==> src/rtl/ram_pkg.sv <==
// Shared types and helpers for the parametrised single-port RAM.
// Holds the clear-engine state encoding, read-during-write modes and lane merge.
package ram_pkg;

    typedef enum logic {
        ST_CLEAR = 1'b0,
        ST_READY = 1'b1
    } state_t;

    localparam int RDW_WRITE_FIRST = 0;
    localparam int RDW_READ_FIRST  = 1;

    // One byte lane of a partial write: take the new byte only when enabled.
    function automatic logic [7:0] lane_merge(
        input logic [7:0] old_b,
        input logic [7:0] new_b,
        input logic       be_b
    );
        return be_b ? new_b : old_b;
    endfunction

endpackage

==> src/rtl/ram_clear_fsm.sv <==
// Clear engine: walks every word address writing the fill value after reset or clr.
// Ports: clk, rst (sync, high), clr request; busy, clr_we strobe, clr_addr.
module ram_clear_fsm #(
    parameter int ADDR_W = 4
) (
    input  logic              clk,
    input  logic              rst,
    input  logic              clr,
    output logic              busy,
    output logic              clr_we,
    output logic [ADDR_W-1:0] clr_addr
);
    import ram_pkg::*;

    state_t            state_q;
    state_t            state_d;
    logic [ADDR_W-1:0] addr_q;
    logic [ADDR_W-1:0] addr_d;

    always_ff @(posedge clk) begin
        if (rst) begin
            state_q <= ST_CLEAR;
            addr_q  <= '0;
        end else begin
            state_q <= state_d;
            addr_q  <= addr_d;
        end
    end

    // The counter wrapping past the last word ends the clear.
    always_comb begin
        state_d = state_q;
        addr_d  = addr_q;
        unique case (state_q)
            ST_CLEAR: begin
                addr_d = addr_q + 1'b1;
                if (addr_q == '1) begin
                    state_d = ST_READY;
                end
            end
            ST_READY: begin
                if (clr) begin
                    state_d = ST_CLEAR;
                    addr_d  = '0;
                end
            end
            default: begin
                state_d = ST_CLEAR;
                addr_d  = '0;
            end
        endcase
    end

    assign busy     = (state_q == ST_CLEAR);
    assign clr_we   = busy & ~rst;
    assign clr_addr = addr_q;

endmodule

==> src/rtl/single_port_ram_param.sv <==
// Parametrised single-port RAM with byte enables, async or registered read
// and a built-in clear engine. Ports: clk, rst, clr, en, we, be, addr, din;
// outputs dout, dout_valid, busy.
module single_port_ram_param #(
    parameter int              DATA_W   = 16,
    parameter int              ADDR_W   = 4,
    parameter int              READ_REG = 0,
    parameter int              RDW_MODE = 0,
    parameter logic [DATA_W-1:0] INIT_VAL = '0
) (
    input  logic                  clk,
    input  logic                  rst,
    input  logic                  clr,
    input  logic                  en,
    input  logic                  we,
    input  logic [DATA_W/8-1:0]   be,
    input  logic [ADDR_W-1:0]     addr,
    input  logic [DATA_W-1:0]     din,
    output logic [DATA_W-1:0]     dout,
    output logic                  dout_valid,
    output logic                  busy
);
    import ram_pkg::*;

    localparam int DEPTH = 2 ** ADDR_W;
    localparam int LANES = DATA_W / 8;

    generate
        if ((DATA_W % 8) != 0 || DATA_W == 0) begin : g_bad_width
            $error("DATA_W must be a non-zero multiple of 8");
        end
    endgenerate

    logic [DATA_W-1:0] mem [DEPTH];
    logic              clr_we;
    logic [ADDR_W-1:0] clr_addr;
    logic              acc;
    logic [DATA_W-1:0] old_word;
    logic [DATA_W-1:0] new_word;

    ram_clear_fsm #(
        .ADDR_W (ADDR_W)
    ) u_clear_fsm (
        .clk      (clk),
        .rst      (rst),
        .clr      (clr),
        .busy     (busy),
        .clr_we   (clr_we),
        .clr_addr (clr_addr)
    );

    // clr wins over a same-edge access; that access is dropped.
    assign acc      = en & ~busy & ~clr & ~rst;
    assign old_word = mem[addr];

    always_comb begin
        new_word = old_word;
        for (int i = 0; i < LANES; i++) begin
            new_word[8*i +: 8] = lane_merge(old_word[8*i +: 8],
                                            din[8*i +: 8], be[i]);
        end
    end

    // clr_we only fires while busy and acc needs ~busy: never both.
    always_ff @(posedge clk) begin
        if (clr_we) begin
            mem[clr_addr] <= INIT_VAL;
        end else if (acc && we) begin
            mem[addr] <= new_word;
        end
    end

    generate
        if (READ_REG != 0) begin : g_reg_read
            logic [DATA_W-1:0] dout_q;
            logic              valid_q;
            logic [DATA_W-1:0] rd_word;

            assign rd_word = (we && RDW_MODE != RDW_READ_FIRST) ?
                             new_word : old_word;

            always_ff @(posedge clk) begin
                if (rst) begin
                    dout_q  <= '0;
                    valid_q <= 1'b0;
                end else begin
                    valid_q <= acc;
                    if (acc) begin
                        dout_q <= rd_word;
                    end
                end
            end

            assign dout       = dout_q;
            assign dout_valid = valid_q;
        end else begin : g_async_read
            assign dout       = busy ? '0 : old_word;
            assign dout_valid = ~busy;
        end
    endgenerate

endmodule

==> config.mk <==
export PLATFORM = sky130hd
export DESIGN_NAME = single_port_ram_param
export DESIGN_NICKNAME = d
export VERILOG_FILES = /design/src/rtl/ram_pkg.sv /design/src/rtl/ram_clear_fsm.sv /design/src/rtl/single_port_ram_param.sv
export SDC_FILE = /design/constraint.sdc
export NUM_CORES = 1
export LEC_CHECK = 0
export CORE_ASPECT_RATIO = 0.8
export CORE_MARGIN = 2
export CORE_UTILIZATION = 25
export CTS_BUF_LIST = sky130_fd_sc_hd__clkbuf_4
export CTS_CLUSTER_SIZE = 12
export DETAILED_ROUTE_END_ITERATION = 10
export PLACE_DENSITY = 0.52
export SETUP_SLACK_MARGIN = 0.4
export SKIP_CTS_REPAIR_TIMING = 1
export SLEW_MARGIN = 30
export SYNTH_ARGS = -nofsm -noshare
export SYNTH_HDL_FRONTEND = slang
export SYNTH_SLANG_ARGS = --single-unit
==> constraint.sdc <==
create_clock -name clk -period 2.65 [get_ports clk]
set_input_delay 0.53 -clock clk [delete_from_list [all_inputs] [get_ports clk]]
set_output_delay 0.53 -clock clk [all_outputs]
set_load 0.02 [all_outputs]
==> results.md <==
* Status: finished with violations
* Failing checks: negative setup slack
* Worst-path cell chain: clkdlybuf4s50_1 -> clkinv_1 -> buf_4 -> buf_4 -> mux2_4 -> a22oi_2 -> nor2_4 -> buf_6
* Antenna-violating nets left at 0
* Yosys cell types at 35
* DR WL/cell at 20.8 um
* Clock skew after layout at roughly 0.017 ns
* Worst-Skew Late Latency at about 0.73 ns
* Post-Route Utilization at 0.338
* Vias in the first global route at about 6000
* Hold path cells at 3
* I/O pin cnt at 45
* CTS Sinks at approximately 260
* Hold Vio Cnt, Final at 0
* Clk buf depth at 3
* Setup slack after layout at -0.257 ns
* 1st-iter DRT viols at between 500 and 600
* Cells after synthesis at about 550
* Clock Tree Root: clkbuf_4
* # setup viols final at 16
* Layout cells sized above 1 at 0.435
* Drt drc at 0
* Synthesized area at ~10000 sq um
* Via count at 5963
* Register bit count reported by yosys at approximately 260
* CP Capture Type: output port
* Hold_sp: rst
* Number of H-tree levels at 2
* Max-cap violations at 0
* CP Launch Type: input port
* Clock-pin slew on the worst setup and hold paths at ~0.07 ns
* WS Path Type: input port to output port
* Minimum clock period at 2.91 ns
* Diodes inserted at 0
* Fin nets at 762
* CP max FO at 20
* CP required at around 2.1 ns
* Area Growth Syn to Fin at 32.5%
* FMAX at roughly 340 MHz
* GRT overflow at 0
* Total GRT Usage at 0.126
* Post-synthesis sequential area ratio at 0.744
* Crit Reg-Reg Startpoint: mem[12][14]
* Core ar. at just over 40000 sq um
* IR drop worst, VDD at roughly 0.00034 V
* Max-slew violations at 0
* Syn_area_per_cell at 19.0 sq um
* Die ar. at ~44000 sq um
* Most frequent cells in the layout: 256 x edfxtp_1, 90 x clkbuf_4, 76 x buf_4
* Normalized max-slew margin at 0.562
* CTS Buf Count at just over 60
* Port Buffer Count at 44
* Yosys Warn Count at 0
* Die height at between 150 and 200 um
* Max stage delay on crit path at roughly 0.46 ns
* Syn_nets at between 500 and 600
* Commonest non-fill, non-tap cell in the layout: edfxtp_1
* # rows at between 60 and 70
* Reg2reg end: mem[0][14]
* P per Cell Area at between 600 and 700 nW/um^2
* RSZ-0062 raised after global routing: yes
* Final Cycle Share at 1.10
* Leakage power at between 5 and 6 nW
* Hold endpoint: u_clear_fsm.clr_addr[1]
* Vias per cell at about 4.5
* Crit path DAT at around 2.4 ns
* Global-route wire length before repair at between 40000 and 50000 um
* GPL Wtd Cong at 0.699
* Critical path's slowest cell: clkdlybuf4s50_1
* Reg-to-reg slack, setup at roughly 0.46 ns
* R2R depth at 7
* CP dominant cell by count: buf_4
* Total Power at between 0.008 and 0.009 W
* DRT Wirelength at 27700 um
* Initial antenna violation count at 0
* CTS tree: done
* Die width at roughly 230 um
* Least-Margin Pin Slew at between 0.6 and 0.7 ns
* Min-delay worst type: input port to flip-flop
* Initial Util at 0.255
* Largest net degree at the start of global routing at 22
* DP HPWL at roughly 17000 um
* DR pass1 iterations at 5
final cells by class:
| class | count | area (sq um) |
|---|---|---|
| fill | 3999 | 27100 |
| clock buffer | 90 | 676 |
| multi-input combinational | 250 | 2850 |
| tap | 544 | 681 |
| timing repair buffer | 154 | 1720 |
| sequential | 261 | 7790 |
| clock inverter | 25 | 131 |
| inverter | 6 | 22.5 |
power breakdown:
part | internal [W] | switching [W] | total [W]
Clock | 0.00166 | 0.00166 | 0.00333
Combinational | 0.000244 | 0.000280 | 0.000524
Sequential | 0.00451 | 0.0000157 | 0.00453
Total | 0.00642 | 0.00196 | 0.00838
how the worst max path moves through the flow:
stage                    start  cells after the start        to  slack, ns
floorplan              addr[0]                      6  dout[13]       0.29
global placement       addr[2]                      8   dout[6]      -0.62
detailed placement     addr[2]                      8   dout[6]      -0.64
CTS                 mem[11][4]                      6   dout[4]      -0.81
global route        mem[15][9]                      6   dout[9]      -0.38
finish                 addr[2]                      8  dout[12]      -0.26
cells in the mapped netlist:
master / n / area share
clkinv_1: 1 / 0.00036
mux2i_1: 36 / 0.034
buf_2: 7 / 0.0033
a2bb2oi_1: 17 / 0.014
mux4_2: 48 / 0.10
or3_1: 1 / 0.00060
buf_1: 4 / 0.0014
a211oi_1: 1 / 0.00072
o2bb2ai_1: 1 / 0.00084
a22oi_1: 12 / 0.0086
edfxtp_1: 256 / 0.73
nor3_1: 3 / 0.0014
o21ba_2: 1 / 0.00096
nor4b_1: 1 / 0.00084
a32oi_1: 2 / 0.0017
buf_4: 3 / 0.0022
a21oi_1: 33 / 0.016
inv_1: 5 / 0.0018
nor2b_1: 5 / 0.0030
nor2_1: 38 / 0.014
a22oi_2: 3 / 0.0036
nand2b_1: 1 / 0.00060
buf_6: 2 / 0.0022
mux2_2: 16 / 0.017
nor4bb_1: 1 / 0.00096
o21ai_0: 17 / 0.0081
nand2_1: 5 / 0.0018
ha_1: 1 / 0.0012
clkbuf_1: 18 / 0.0065
dfxtp_1: 5 / 0.0096
a31oi_1: 3 / 0.0018
o22ai_1: 1 / 0.00060
and2_1: 1 / 0.00060
nand4_1: 1 / 0.00060
and3_1: 1 / 0.00060
per-stage QoR:
stage               instances  setup slack [ns]  setup TNS [ns]  hold WS (ns)  area (sq um)
finish                   1330            -0.257           -3.12         0.514         13900
CTS                      1328            -0.814          -11.79         0.459         13700
detailed placement       1213            -0.643          -38.47         0.518         12900
global route             1330            -0.381           -5.32         0.495         13900
floorplan                 551             0.287               0         0.493         10700
global placement         1213            -0.624          -36.35         0.524         12900
critical path, delay by kind of cell:
| kind | cells | cell delay [ns] |
|---|---|---|
| and+or+nand+nor | 1 | 0.05 |
| buffers and inverters | 5 | 1.20 |
| AOI/OAI and AO/OA | 1 | 0.27 |
| muxes | 1 | 0.29 |
sequential cells by signal, indices dropped and copies added, names as in the netlist:
| register | cells |
|---|---|
| mem | 256 |
| u_clear_fsm.clr_addr | 4 |
| u_clear_fsm.state_q | 1 |
metal layers:
metal / global-route usage / vias up / part of all wire
li1: - / 2667 / -
met5: 0 / - / 0
met2: 0.169 / 201 / 0.41
met1: 0.198 / 3061 / 0.50
met4: 0.0304 / 0 / 0.011
met3: 0.0361 / 34 / 0.070
cells by family after synthesis:
kind of cell / share of synthesized area
AOI/OAI and AO/OA: 0.0569
adders and majority gates: 0.00120
buffers and inverters: 0.0177
DFF: 0.744
muxes: 0.155
and+or+nand+nor: 0.0246
(Power assumes the default switching activity.)
